### config.mk
export PLATFORM = sky130hd
export DESIGN_NAME = fetch_pc_unit_flat
export DESIGN_NICKNAME = d
export VERILOG_FILES = /design/src/rtl/fetch_pc_unit_if.sv /design/src/rtl/fetch_pc_unit.sv /design/src/flat_wrapper.sv
export SDC_FILE = /design/constraint.sdc
export NUM_CORES = 1
export LEC_CHECK = 0
export CAP_MARGIN = 0
export CORE_ASPECT_RATIO = 1.5
export CORE_MARGIN = 4
export CORE_UTILIZATION = 40
export CTS_BUF_LIST = sky130_fd_sc_hd__clkbuf_4 sky130_fd_sc_hd__clkbuf_8
export CTS_CLUSTER_SIZE = 24
export DETAILED_ROUTE_END_ITERATION = 7
export PLACE_DENSITY = 0.79
export SLEW_MARGIN = 5
export SYNTH_ARGS = -nofsm -noshare
export SYNTH_HDL_FRONTEND = slang
export SYNTH_SLANG_ARGS = --single-unit
export TNS_END_PERCENT = 30
### constraint.sdc
create_clock -name i_clk -period 3 [get_ports i_clk]
set_input_delay 0.9 -clock i_clk [delete_from_list [all_inputs] [get_ports i_clk]]
set_output_delay 0.9 -clock i_clk [all_outputs]
set_load 0.05 [all_outputs]
### src/rtl/fetch_pc_unit_if.sv
// Bundles the EX-stage redirect inputs and the IF-stage fetch outputs.
// The PC unit takes the slave modport; the driving pipeline takes the master modport.
interface fetch_pc_unit_if;
  logic [1:0]  i_pc_sel;
  logic        i_redirect_valid;
  logic [31:0] i_jump_target;
  logic [31:0] i_branch_target;
  logic        i_stall;
  logic [31:0] o_imem_addr;
  logic [31:0] o_pc;
  logic [31:0] o_pc_plus4;
  logic        o_fetch_valid;
  logic        o_flush_if_id;
  logic        o_flush_id_ex;
  logic        o_trap;
  logic [31:0] o_trap_pc;
  logic [31:0] o_redirect_count;

  modport master (
    output i_pc_sel, i_redirect_valid, i_jump_target, i_branch_target, i_stall,
    input  o_imem_addr, o_pc, o_pc_plus4, o_fetch_valid, o_flush_if_id,
           o_flush_id_ex, o_trap, o_trap_pc, o_redirect_count
  );

  modport slave (
    input  i_pc_sel, i_redirect_valid, i_jump_target, i_branch_target, i_stall,
    output o_imem_addr, o_pc, o_pc_plus4, o_fetch_valid, o_flush_if_id,
           o_flush_id_ex, o_trap, o_trap_pc, o_redirect_count
  );
endinterface

### src/rtl/fetch_pc_unit.sv
// Owns the architectural fetch PC: applies EX redirects, flushes wrong-path
// stages, holds under stalls, and halts on a misaligned redirect target.
module fetch_pc_unit #(
  parameter logic [31:0] RESET_ADDR = 32'h0000_0000
) (
  input  logic            i_clk,
  input  logic            i_rst_n,
  fetch_pc_unit_if.slave  bus
);

  typedef enum logic [1:0] {BOOT, RUN, HALT} state_t;

  state_t      state_q, state_d;
  logic [31:0] pc_q, pc_d;
  logic        trap_q, trap_d;
  logic [31:0] trap_pc_q, trap_pc_d;
  logic [31:0] count_q, count_d;
  logic        fetch_valid;
  logic        flush;
  logic        redirect;
  logic [31:0] target;

  always_comb begin
    state_d     = state_q;
    pc_d        = pc_q;
    trap_d      = trap_q;
    trap_pc_d   = trap_pc_q;
    count_d     = count_q;
    fetch_valid = 1'b0;
    flush       = 1'b0;
    redirect    = bus.i_redirect_valid & bus.i_pc_sel[0];
    // Jump targets come from jalr-style ALU results, so bit 0 is dropped.
    target      = bus.i_pc_sel[1] ? bus.i_branch_target
                                  : {bus.i_jump_target[31:1], 1'b0};
    case (state_q)
      BOOT: state_d = RUN;
      RUN: begin
        fetch_valid = 1'b1;
        if (redirect) begin
          flush = 1'b1;
          if (target[1]) begin
            state_d   = HALT;
            trap_d    = 1'b1;
            trap_pc_d = target;
          end else begin
            pc_d    = target;
            count_d = count_q + 32'd1;
          end
        end else if (!bus.i_stall) begin
          pc_d = pc_q + 32'd4;
        end
      end
      HALT: ;
      default: state_d = BOOT;
    endcase
    // Squash all combinational strobes while reset is held.
    if (!i_rst_n) begin
      fetch_valid = 1'b0;
      flush       = 1'b0;
    end
  end

  always_ff @(posedge i_clk) begin
    if (!i_rst_n) begin
      state_q   <= BOOT;
      pc_q      <= RESET_ADDR;
      trap_q    <= 1'b0;
      trap_pc_q <= 32'h0;
      count_q   <= 32'h0;
    end else begin
      state_q   <= state_d;
      pc_q      <= pc_d;
      trap_q    <= trap_d;
      trap_pc_q <= trap_pc_d;
      count_q   <= count_d;
    end
  end

  assign bus.o_pc             = pc_q;
  assign bus.o_imem_addr      = pc_q;
  assign bus.o_pc_plus4       = pc_q + 32'd4;
  assign bus.o_fetch_valid    = fetch_valid;
  assign bus.o_flush_if_id    = flush;
  assign bus.o_flush_id_ex    = flush;
  assign bus.o_trap           = trap_q;
  assign bus.o_trap_pc        = trap_pc_q;
  assign bus.o_redirect_count = count_q;

endmodule

### src/flat_wrapper.sv
// flat-port wrapper written by rule: the top's interface ports become plain ports
module fetch_pc_unit_flat 
#(
  parameter logic [31:0] RESET_ADDR = 32'h0000_0000
)
  (i_clk, i_rst_n, bus_i_pc_sel, bus_i_redirect_valid, bus_i_jump_target, bus_i_branch_target, bus_i_stall, bus_o_imem_addr, bus_o_pc, bus_o_pc_plus4, bus_o_fetch_valid, bus_o_flush_if_id, bus_o_flush_id_ex, bus_o_trap, bus_o_trap_pc, bus_o_redirect_count);
  fetch_pc_unit_if bus_i ();
  input  logic i_clk;
  input  logic i_rst_n;
  input wire logic [$bits(bus_i.i_pc_sel)-1:0] bus_i_pc_sel;
  input wire logic [$bits(bus_i.i_redirect_valid)-1:0] bus_i_redirect_valid;
  input wire logic [$bits(bus_i.i_jump_target)-1:0] bus_i_jump_target;
  input wire logic [$bits(bus_i.i_branch_target)-1:0] bus_i_branch_target;
  input wire logic [$bits(bus_i.i_stall)-1:0] bus_i_stall;
  output wire logic [$bits(bus_i.o_imem_addr)-1:0] bus_o_imem_addr;
  output wire logic [$bits(bus_i.o_pc)-1:0] bus_o_pc;
  output wire logic [$bits(bus_i.o_pc_plus4)-1:0] bus_o_pc_plus4;
  output wire logic [$bits(bus_i.o_fetch_valid)-1:0] bus_o_fetch_valid;
  output wire logic [$bits(bus_i.o_flush_if_id)-1:0] bus_o_flush_if_id;
  output wire logic [$bits(bus_i.o_flush_id_ex)-1:0] bus_o_flush_id_ex;
  output wire logic [$bits(bus_i.o_trap)-1:0] bus_o_trap;
  output wire logic [$bits(bus_i.o_trap_pc)-1:0] bus_o_trap_pc;
  output wire logic [$bits(bus_i.o_redirect_count)-1:0] bus_o_redirect_count;
  assign bus_i.i_pc_sel = bus_i_pc_sel;
  assign bus_i.i_redirect_valid = bus_i_redirect_valid;
  assign bus_i.i_jump_target = bus_i_jump_target;
  assign bus_i.i_branch_target = bus_i_branch_target;
  assign bus_i.i_stall = bus_i_stall;
  assign bus_o_imem_addr = bus_i.o_imem_addr;
  assign bus_o_pc = bus_i.o_pc;
  assign bus_o_pc_plus4 = bus_i.o_pc_plus4;
  assign bus_o_fetch_valid = bus_i.o_fetch_valid;
  assign bus_o_flush_if_id = bus_i.o_flush_if_id;
  assign bus_o_flush_id_ex = bus_i.o_flush_id_ex;
  assign bus_o_trap = bus_i.o_trap;
  assign bus_o_trap_pc = bus_i.o_trap_pc;
  assign bus_o_redirect_count = bus_i.o_redirect_count;
  fetch_pc_unit #(.RESET_ADDR(RESET_ADDR)) u_core (.i_clk(i_clk), .i_rst_n(i_rst_n), .bus(bus_i));
endmodule
==> out/metrics.yaml, run 1 <==
hold_path:
  hold_path_class: "reg2reg"
  holdPathStages: 2
  holdPathEnd: "u_core.bus.o_redirect_count[31]$_SDFFE_PN0P_"
  hp-start: "u_core.bus.o_redirect_count[31]$_SDFFE_PN0P_"
cells_and_area:
  drive_gt1_share_pct: 21.25
  diodes: 0
  area_growth_pct: 64.18
  nFillCells: 1100
  final_nets: 994
  stdcell_area_sq_mm: 0.009026
  final_util_pct: 67.02
  final_common_cell: "clkdlybuf4s50_1"
  fin_cells: 1089
  final_cell_mix: "clkdlybuf4s50_1, nor2_1, dfxtp_1"
pwr:
  pwr-share-seq_pct: 42.3
  combPwrFrac_pct: 28.0
  switching_power_mw: 1.087
  swShare_pct: 34.04
  p_int_mw: 2.106
  leakagePower_nw: 3.314
  clkPwrFrac_pct: 29.7
  ir_drop_uv: 285.0
  power_mw: 3.193
  p_per_area_mw_per_mm2: 353.8
critical_path:
  r2r_cells: 5
  crit_fanout: 6
  path_cells: "ha_4, nand3_2, nor4_4, buf_4, nand4_1, xnor2_2, buf_12"
  start_kind: "register"
  r2r_setup_slack_ns: 0.63
  worst_path_max_delay_cell: "dfxtp_4"
  reg2reg_to: "u_core.bus.o_redirect_count[30]$_SDFFE_PN0P_"
  startpoint: "u_core.bus.o_imem_addr[3]$_SDFFE_PN0P_"
  worst_ep_arrival_time_ns: 2.13
  worstSetupEndpointType: "output pin"
  cp_data_required_time_ns: 2.10
  slowest_delay_ns: 0.39
  timing.rr.start: "u_core.state_q[1]$_SDFFE_PN0P_"
  critPathKind: "reg2out"
yosys:
  ys.flop_type: "dfxtp_1"
  ys_seq_area_share_pct: 35.32
  synth_top_area_cell: "dfxtp_1"
  yosys-top-cells-area: "dfxtp_1, nor2_1, mux2i_1"
  yosys_warnings: 0
  synthArstFlopShare_pct: 0
  synth_top_area_share_pct: 35.32
  synth_cells: 688
  syn_avg_cell_area_sq_um: 7.991
  syn-cell-area_sq_mm: 0.005498
  ys_ff_latch: 97
  synth_edf_count: 0
  synth_cell_types: 59
floorplanning:
  die_area_sq_mm: 0.01572
  io-pin-count: 234
  initial_core_util_pct: 40.82
  die_w_um: 103.7
  core.rowCount: 52
  core_area_sq_mm: 0.01347
  die_y_um: 151.6
routing:
  wl_um: 19850
  first_pass_iters: 5
  ant_nets: 0
  post_drt_via_cell_ratio: 5.541
  drc: 0
  vias: 6034
  wl_per_cell_um: 18.23
  drtIter0Drc: 289
run_status:
  status: "finished with violations"
  violations: "negative setup slack"
timing:
  maxSlewHeadroom_pct: 20.10
  worst_slew_pin_slew_ns: 1.196
  final_max_slew_viol_count: 0
  final.setup.tns_ns: -0.1192
  rsz0062_at_grt: "yes"
  finClkSkew_ns: 0.01562
  setup_viol_count_final: 8
  fin_ws_ns: -0.02640
  period_share_pct: 100.9
  period_minus_slack_ns: 3.026
  hold_viol: 0
  fmax_ghz: 0.3304
cts:
  cts_buffers: 9
  cts.clk_slew.worst_paths_ns: 0.10
  cts_hold_buffers: 0
  clockRootBuffer: "clkbuf_8"
  clk_latency_ns: 0.39
  cts_sinks: 97
  cts_tree: "built"
  clockBufferDepth: 2
  h-tree-depth: 3
placement:
  gp_congestion: 0.8603
  place_hpwl_um: 14930
  dp.cells: 1052
  portBuffers: 229
  place_area_sq_mm: 0.008446
grt:
  grt_pass1_vias: 5768
  grt_max_degree: 60
  grt_pass1_wl_um: 30130
  antenna_found_initial: 0
  grt_usage_pct: 23.79
  grt_overflow: 0
flow_run:
  max-cap-violations: 0
[power by group through the flow]
stage / sequential, mW / combinational, mW / clock (mW)
floorplan: 1.51 / 0.387 / 0
global placement: 1.39 / 0.868 / 0
detailed placement: 1.39 / 0.872 / 0
CTS: 1.35 / 0.887 / 0.956
global route: 1.36 / 0.937 / 1.00
finish: 1.35 / 0.893 / 0.949
[sequential cells by signal (all words and copies together), names as in the netlist]
name	count
u_core.bus.o_redirect_count	32
u_core.bus.o_trap_pc	32
u_core.state_q	2
u_core.bus.o_imem_addr	31
[worst max path at each step]
| stage | endpoint | slack (ns) | cells past startpoint |
|---|---|---|---|
| finish | bus_o_pc_plus4[24] | -0.03 | 7 |
| global route | bus_o_pc_plus4[24] | -0.15 | 7 |
| CTS | bus_o_pc_plus4[24] | -0.09 | 7 |
| detailed placement | u_core.bus.o_redirect_count[28]$_SDFFE_PN0P_ | -0.36 | 7 |
| global placement | u_core.bus.o_redirect_count[28]$_SDFFE_PN0P_ | -0.31 | 7 |
| floorplan | bus_o_flush_if_id | -0.12 | 5 |
[layer usage]
metal | track usage [%] | up-vias | share of wire (%)
met5 | 0 | - | 0
met4 | 14.11 | 0 | 5.0
met3 | 6.401 | 54 | 7.3
met2 | 42.43 | 271 | 52
met1 | 25.39 | 2817 | 35
li1 | - | 2892 | -
[Yosys cell counts, drive strengths merged, types with 10 or more instances]
cell type and count:
a211oi 26, a21oi 32, and3 10, buf 42
clkbuf 43, dfxtp 97, inv 11, mux2i 29
nand2 49, nand3 36, nand4 18, nor2 92
nor3 15, nor4 12, o21ai 31, xnor2 26
xor2 24
[repair_timing]
item / in CTS / in global routing
resized for setup: 16 / 28
buffers inserted: 15 / 6
endpoints found under the setup margin: 16 / 28
cloned: 0 / 0
pin swaps: 8 / 6
[area by class of cell]
type	count	area, sq um	area share (%)
inverters	12	45.04	0.4990
clock inverters	6	83.83	0.9287
clock buffers	10	137.6	1.525
flip-flops and latches	97	1982	21.96
multi-input cells	496	3442	38.13
repair buffers	306	3133	34.71
well taps	162	202.7	2.246
[cells by family (layout without fill, tap and decap cells)]
| kind of cell | after synthesis | after routing | share of synthesized area [%] |
|---|---|---|---|
| simple gates | 268 | 268 | 23.74 |
| compound gates | 139 | 139 | 16.77 |
| flops | 97 | 97 | 35.32 |
| buf+inv | 97 | 334 | 9.308 |
| xor+xnor | 50 | 50 | 7.965 |
| mux | 34 | 34 | 6.372 |
| fa+ha+maj | 2 | 2 | 0.4551 |
| other cells | 1 | 3 | 0.06821 |
[metrics by stage]
stage	setup WS [ns]	hold WS, ns
after floorplan	-0.1156	0.4663
after global routing	-0.1543	0.5199
after detailed placement	-0.3554	0.4726
after CTS	-0.09027	0.4931
final	-0.02640	0.4893
after global placement	-0.3101	0.4528
[critical path: cells and delay by family (launching register included)]
family	cells	cell delay, ns
adders and majority gates	1	0.13
and+or+nand+nor	3	0.61
xor gates and xnor gates	1	0.23
DFF	1	0.39
buffers and inverters	2	0.38
Note: power is estimated with default switching activity, not from simulation.
==> run 2: changes to the inputs <==
--- a/config.mk
+++ b/config.mk
@@ -13,7 +13,7 @@
 export CTS_CLUSTER_SIZE = 24
 export DETAILED_ROUTE_END_ITERATION = 7
 export PLACE_DENSITY = 0.79
-export SLEW_MARGIN = 5
+export SLEW_MARGIN = 20
 export SYNTH_ARGS = -nofsm -noshare
 export SYNTH_HDL_FRONTEND = slang
 export SYNTH_SLANG_ARGS = --single-unit
==> run 2 against run 1 <==
Net effect:
- largest power group unchanged
- final cell count hardly changed
- wire length hardly changed
- via count is 0.38% higher
- the run still ends with negative setup slack left
- critical path type unchanged
- cell area is 0.12% lower
- register-to-register slack hardly changed
- non-clock buffer count is 1 lower
==> out/metrics.yaml, run 2 (synthesis results as in run 1) <==
critical_path:
  slowest_delay_ns: 0.35
  cp_data_required_time_ns: 2.10
  timing.rr.start: "u_core.state_q[1]$_SDFFE_PN0P_"
  crit_buf_inv: 3
  startpoint: "u_core.bus.o_imem_addr[12]$_SDFFE_PN0P_"
  start_kind: "register"
  worst-path-stages: 7
  path_cells: "nand4_1, buf_4, nor4_2, nand3_2, buf_6, xnor2_2, buf_12"
  r2r_cells: 5
  worst_path_max_delay_cell: "dfxtp_2"
  r2r_setup_slack_ns: 0.64
  reg2reg_to: "u_core.bus.o_redirect_count[30]$_SDFFE_PN0P_"
  worst_ep_arrival_time_ns: 2.18
  worstSetupEndpointType: "output pin"
  crit_fanout: 4
  critPathKind: "reg2out"
  crit_family: "simple AND/OR/NAND/NOR gates"
cells_and_area:
  diodes: 0
  area_growth_pct: 63.97
  final_nets: 993
  seqCellArea_sq_mm: 0.001982
  stdcell_area_sq_mm: 0.009015
  final_cell_mix: "clkdlybuf4s50_1, nor2_1, dfxtp_1"
  fin_cells: 1088
  final_util_pct: 66.94
  final_common_cell: "clkdlybuf4s50_1"
  multi_input_area_sq_mm: 0.003422
  nFillCells: 1097
  drive_gt1_share_pct: 21.17
timing:
  period_share_pct: 102.6
  hold_ws_ns: 0.4890
  rsz0062_at_grt: "yes"
  final.setup.tns_ns: -0.2135
  setup_viol_count_final: 7
  worst_slew_pin_slew_ns: 0.6716
  maxSlewHeadroom_pct: 55.12
  finClkSkew_ns: 0.01610
  fin_ws_ns: -0.07722
  period_minus_slack_ns: 3.077
  final_max_slew_viol_count: 0
  fmax_ghz: 0.3250
  hold_viol: 0
cts:
  cts.clk_slew.worst_paths_ns: 0.10
  cts_buffers: 9
  h-tree-depth: 3
  cts_tree: "built"
  clockBufferDepth: 2
  clockRootBuffer: "clkbuf_8"
  cts_hold_buffers: 0
  cts_sinks: 97
  clk_latency_ns: 0.39
routing:
  drtIter0Drc: 309
  wl_per_cell_um: 18.25
  ant_nets: 0
  vias: 6057
  wl_um: 19860
  drc: 0
  post_drt_via_cell_ratio: 5.567
  first_pass_iters: 5
floorplanning:
  die_w_um: 103.7
  core.rowCount: 52
  die_y_um: 151.6
  core_area_sq_mm: 0.01347
  io-pin-count: 234
  initial_core_util_pct: 40.82
  die_area_sq_mm: 0.01572
grt:
  grt_pass1_vias: 5768
  grt_overflow: 0
  grt_usage_pct: 23.79
  grt_max_degree: 60
  grt_pass1_wl_um: 30130
  antenna_found_initial: 0
placement:
  dp.cells: 1052
  place_ws_ns: -0.3554
  place_area_sq_mm: 0.008446
  place_hpwl_um: 14930
  portBuffers: 229
  gp_congestion: 0.8603
pwr:
  ir_drop_uv: 283.6
  power_mw: 3.192
  p_per_area_mw_per_mm2: 354.1
  leakagePower_nw: 3.298
hold_path:
  hp-start: "u_core.bus.o_redirect_count[31]$_SDFFE_PN0P_"
  holdPathEnd: "u_core.bus.o_redirect_count[31]$_SDFFE_PN0P_"
  hold_path_class: "reg2reg"
  holdPathStages: 2
run_status:
  violations: "negative setup slack"
  status: "finished with violations"
flow_run:
  max-cap-violations: 0
-- run 2: per-layer routing --
metal	up-vias	track usage (%)	share of wire, %	wire length [um]
met5	-	0	0	0
met2	268	42.43	52	10400
met3	63	6.401	7.6	1505
li1	2888	-	-	-
met4	0	14.11	5.2	1040
met1	2838	25.39	35	6912
-- run 2: timing repair --
item / in CTS / in global routing
setup endpoints to repair: 16 / 26
cloned: 0 / 0
gates resized for setup: 16 / 25
hold endpoints to repair: 0 / 0
pin swaps: 8 / 6
buffers inserted: 15 / 4
-- run 2: area by class of cell --
type / count / area share, %
multi-input combinational: 496 / 37.96
timing repair buffer: 305 / 34.85
clock inverter: 6 / 0.9299
tap: 162 / 2.248
sequential: 97 / 21.98
inverter: 12 / 0.4997
clock buffer: 10 / 1.527
-- run 2: power by group --
group	total [mW]	switching, mW	internal (mW)
clock network	0.947	0.520	0.427
logic	0.894	0.535	0.359
registers	1.35	0.0298	1.32
total	3.19	1.09	2.11
-- run 2: tightest hold or removal path, stage by stage, from the launching register on --
cell and delay, ns:
dfxtp_1 0.33, nand2_1 0.06, mux2i_1 0.06
-- run 2: worst max-delay path by stage --
stage                                                               to
after floorplan                                      bus_o_flush_if_id
after global placement    u_core.bus.o_redirect_count[28]$_SDFFE_PN0P_
after detailed placement  u_core.bus.o_redirect_count[28]$_SDFFE_PN0P_
after CTS                                           bus_o_pc_plus4[24]
after global routing                                bus_o_pc_plus4[24]
final                                               bus_o_pc_plus4[29]
==> run 3: changes to the inputs <==
--- a/config.mk
+++ b/config.mk
@@ -5,7 +5,8 @@
 export SDC_FILE = /design/constraint.sdc
 export NUM_CORES = 1
 export LEC_CHECK = 0
-export CAP_MARGIN = 0
+export ABC_CLOCK_PERIOD_IN_PS = 3000
+export CAP_MARGIN = 20
 export CORE_ASPECT_RATIO = 1.5
 export CORE_MARGIN = 4
 export CORE_UTILIZATION = 40
==> constraint.sdc (replaced) <==
create_clock -name i_clk -period 3 [get_ports i_clk]
set_input_delay 0.6 -clock i_clk [delete_from_list [all_inputs] [get_ports i_clk]]
set_output_delay 0.6 -clock i_clk [all_outputs]
set_load 0.05 [all_outputs]
==> run 3 against run 2 <==
Net effect:
- the flow now finishes without violations
- utilization decreased by 4.4 points
- setup slack improved by 0.16 ns
- clock-buffer cell count decreased by 1
- fmax increased by 5.4%
- clock skew decreased by 0.0067 ns
- combinational power decreased by 5.3%
- worst hold slack got worse by 0.0077 ns
- non-clock buffer count decreased by 27
- power decreased by 5.4%
- global-route usage decreased by 1.1 points
- final cell count decreased by 2.6%
- critical path type unchanged
- critical endpoint unchanged
- largest power group unchanged
==> out/metrics.yaml, run 3 (synthesis results as in run 1) <==
pwr:
  p_int_mw: 1.967
  ir_drop_uv: 204.4
  pwr-share-seq_pct: 45.1
  clkPwrFrac_pct: 26.9
  swShare_pct: 34.88
  switching_power_mw: 1.054
  combPwrFrac_pct: 28.0
  leakagePower_nw: 3.037
  p_per_area_mw_per_mm2: 358.5
floorplanning:
  die_area_sq_mm: 0.01572
  die_y_um: 151.6
  io-pin-count: 234
  core.rowCount: 52
  die_w_um: 103.7
  core_area_sq_mm: 0.01347
  initial_core_util_pct: 40.82
cts:
  clockBufferDepth: 2
  clk_latency_ns: 0.37
  cts_buffers: 9
  clockRootBuffer: "clkbuf_8"
  cts_tree: "built"
  cts_hold_buffers: 0
  h-tree-depth: 3
  cts.clk_slew.worst_paths_ns: 0.10
  cts_sinks: 97
critical_path:
  worst_ep_arrival_time_ns: 2.32
  reg2reg_to: "u_core.bus.o_redirect_count[25]$_SDFFE_PN0P_"
  timing.rr.start: "u_core.bus.o_redirect_count[6]$_SDFFE_PN0P_"
  r2r_cells: 5
  start_kind: "register"
  worstSetupEndpointType: "output pin"
  r2r_setup_slack_ns: 0.62
  crit_fanout: 7
  cp_data_required_time_ns: 2.40
  critPathKind: "reg2out"
cells_and_area:
  final_cell_mix: "clkdlybuf4s50_1, dfxtp_1, nor2_1"
  diodes: 0
  drive_gt1_share_pct: 14.25
  nFillCells: 1168
  final_nets: 966
  area_growth_pct: 53.25
  stdcell_area_sq_mm: 0.008426
  final_common_cell: "clkdlybuf4s50_1"
grt:
  antenna_found_initial: 0
  grt_max_degree: 52
  grt_overflow: 0
  grt_pass1_vias: 5545
  grt_pass1_wl_um: 28850
  grt_usage_pct: 22.69
timing:
  hold_viol: 0
  setup_viol_count_final: 0
  period_share_pct: 97.32
  final.setup.tns_ns: 0
  finClkSkew_ns: 0.009420
  worst_slew_pin_slew_ns: 0.7023
  rsz0062_at_grt: "no"
  fmax_ghz: 0.3425
  maxSlewHeadroom_pct: 52.75
  period_minus_slack_ns: 2.920
  final_max_slew_viol_count: 0
routing:
  wl_um: 18970
  vias: 5883
  first_pass_iters: 7
  drtIter0Drc: 278
  wl_per_cell_um: 17.90
  ant_nets: 0
  post_drt_via_cell_ratio: 5.550
  drc: 0
placement:
  portBuffers: 229
  place_area_sq_mm: 0.008184
  place_hpwl_um: 14630
  gp_congestion: 0.8679
hold_path:
  holdPathStages: 2
  hp-start: "u_core.bus.o_redirect_count[31]$_SDFFE_PN0P_"
  hold_path_class: "reg2reg"
  holdPathEnd: "u_core.bus.o_redirect_count[31]$_SDFFE_PN0P_"
flow_run:
  max-cap-violations: 0
run_status:
  status: "complete, no violations"
==> run 3: power by group through the flow <==
stage | logic [mW] | registers, mW | clock network (mW)
after detailed placement | 0.845 | 1.39 | 0
after CTS | 0.847 | 1.36 | 0.820
final | 0.847 | 1.36 | 0.812
after floorplan | 0.383 | 1.51 | 0
after global routing | 0.885 | 1.37 | 0.868
after global placement | 0.840 | 1.39 | 0
==> run 3: what timing repair did <==
item / CTS / global route
pin swaps: 3 / 3
setup endpoints to repair: 10 / 8
gates resized for setup: 4 / 7
buffers inserted: 3 / 2
==> run 3: final cells by class <==
type                            count  area [sq um]  share of cell area [%]
Clock buffer                        9         123.9                   1.470
Clock inverter                      6         51.30                  0.6089
Inverter                           12         45.04                  0.5346
Multi-Input combinational cell    496          3204                   38.03
Sequential cell                    97          1953                   23.18
Tap cell                          162         202.7                   2.406
Timing Repair Buffer              278          2845                   33.77
==> run 3: worst max-delay path by stage <==
stage | from | to | slack, ns | cells after the start
after floorplan | u_core.bus.o_imem_addr[19]$_SDFFE_PN0P_ | bus_o_pc_plus4[29] | -0.19 | 6
after global placement | bus_i_jump_target[1] | u_core.bus.o_redirect_count[28]$_SDFFE_PN0P_ | 0.001 | 7
after detailed placement | bus_i_jump_target[1] | u_core.bus.o_redirect_count[26]$_SDFFE_PN0P_ | -0.05 | 7
after CTS | u_core.bus.o_imem_addr[27]$_SDFFE_PN0P_ | bus_o_pc_plus4[31] | 0.03 | 6
after global routing | u_core.bus.o_imem_addr[7]$_SDFFE_PN0P_ | bus_o_pc_plus4[31] | 0.003 | 7
final | u_core.bus.o_imem_addr[7]$_SDFFE_PN0P_ | bus_o_pc_plus4[29] | 0.08 | 7
==> run 3: routing by layer <==
layer,vias to the layer above,track usage [%],wire length [um]
li1,2825,-,-
met1,2759,25.57,7058
met2,268,41.84,10070
met3,31,5.426,1376
met4,0,8.250,474
met5,-,0,0
==> run 3: per-stage QoR <==
stage | cells | setup slack (ns) | power [mW] | hold WS, ns | util, %
4_1_cts | 1058 | 0.03424 | 3.028 | 0.4819 | 62.30
3_3_place_gp | 1040 | 0.001218 | 2.229 | 0.4527 | 60.77
2_1_floorplan | 690 | -0.1944 | 1.894 | 0.4517 | -
3_5_place_dp | 1040 | -0.05241 | 2.235 | 0.4669 | 60.77
5_1_grt | 1060 | 0.002639 | 3.121 | 0.5165 | 62.56
6_report | 1060 | 0.08027 | 3.021 | 0.4813 | 62.56
==> run 3: critical path: stages (launching register included) <==
cell and delay, ns:
dfxtp_1 0.49, nand4_1 0.14, buf_4 0.19, nor4_1 0.28, nand3_1 0.24, buf_4 0.21
xnor2_1 0.23, buf_12 0.18
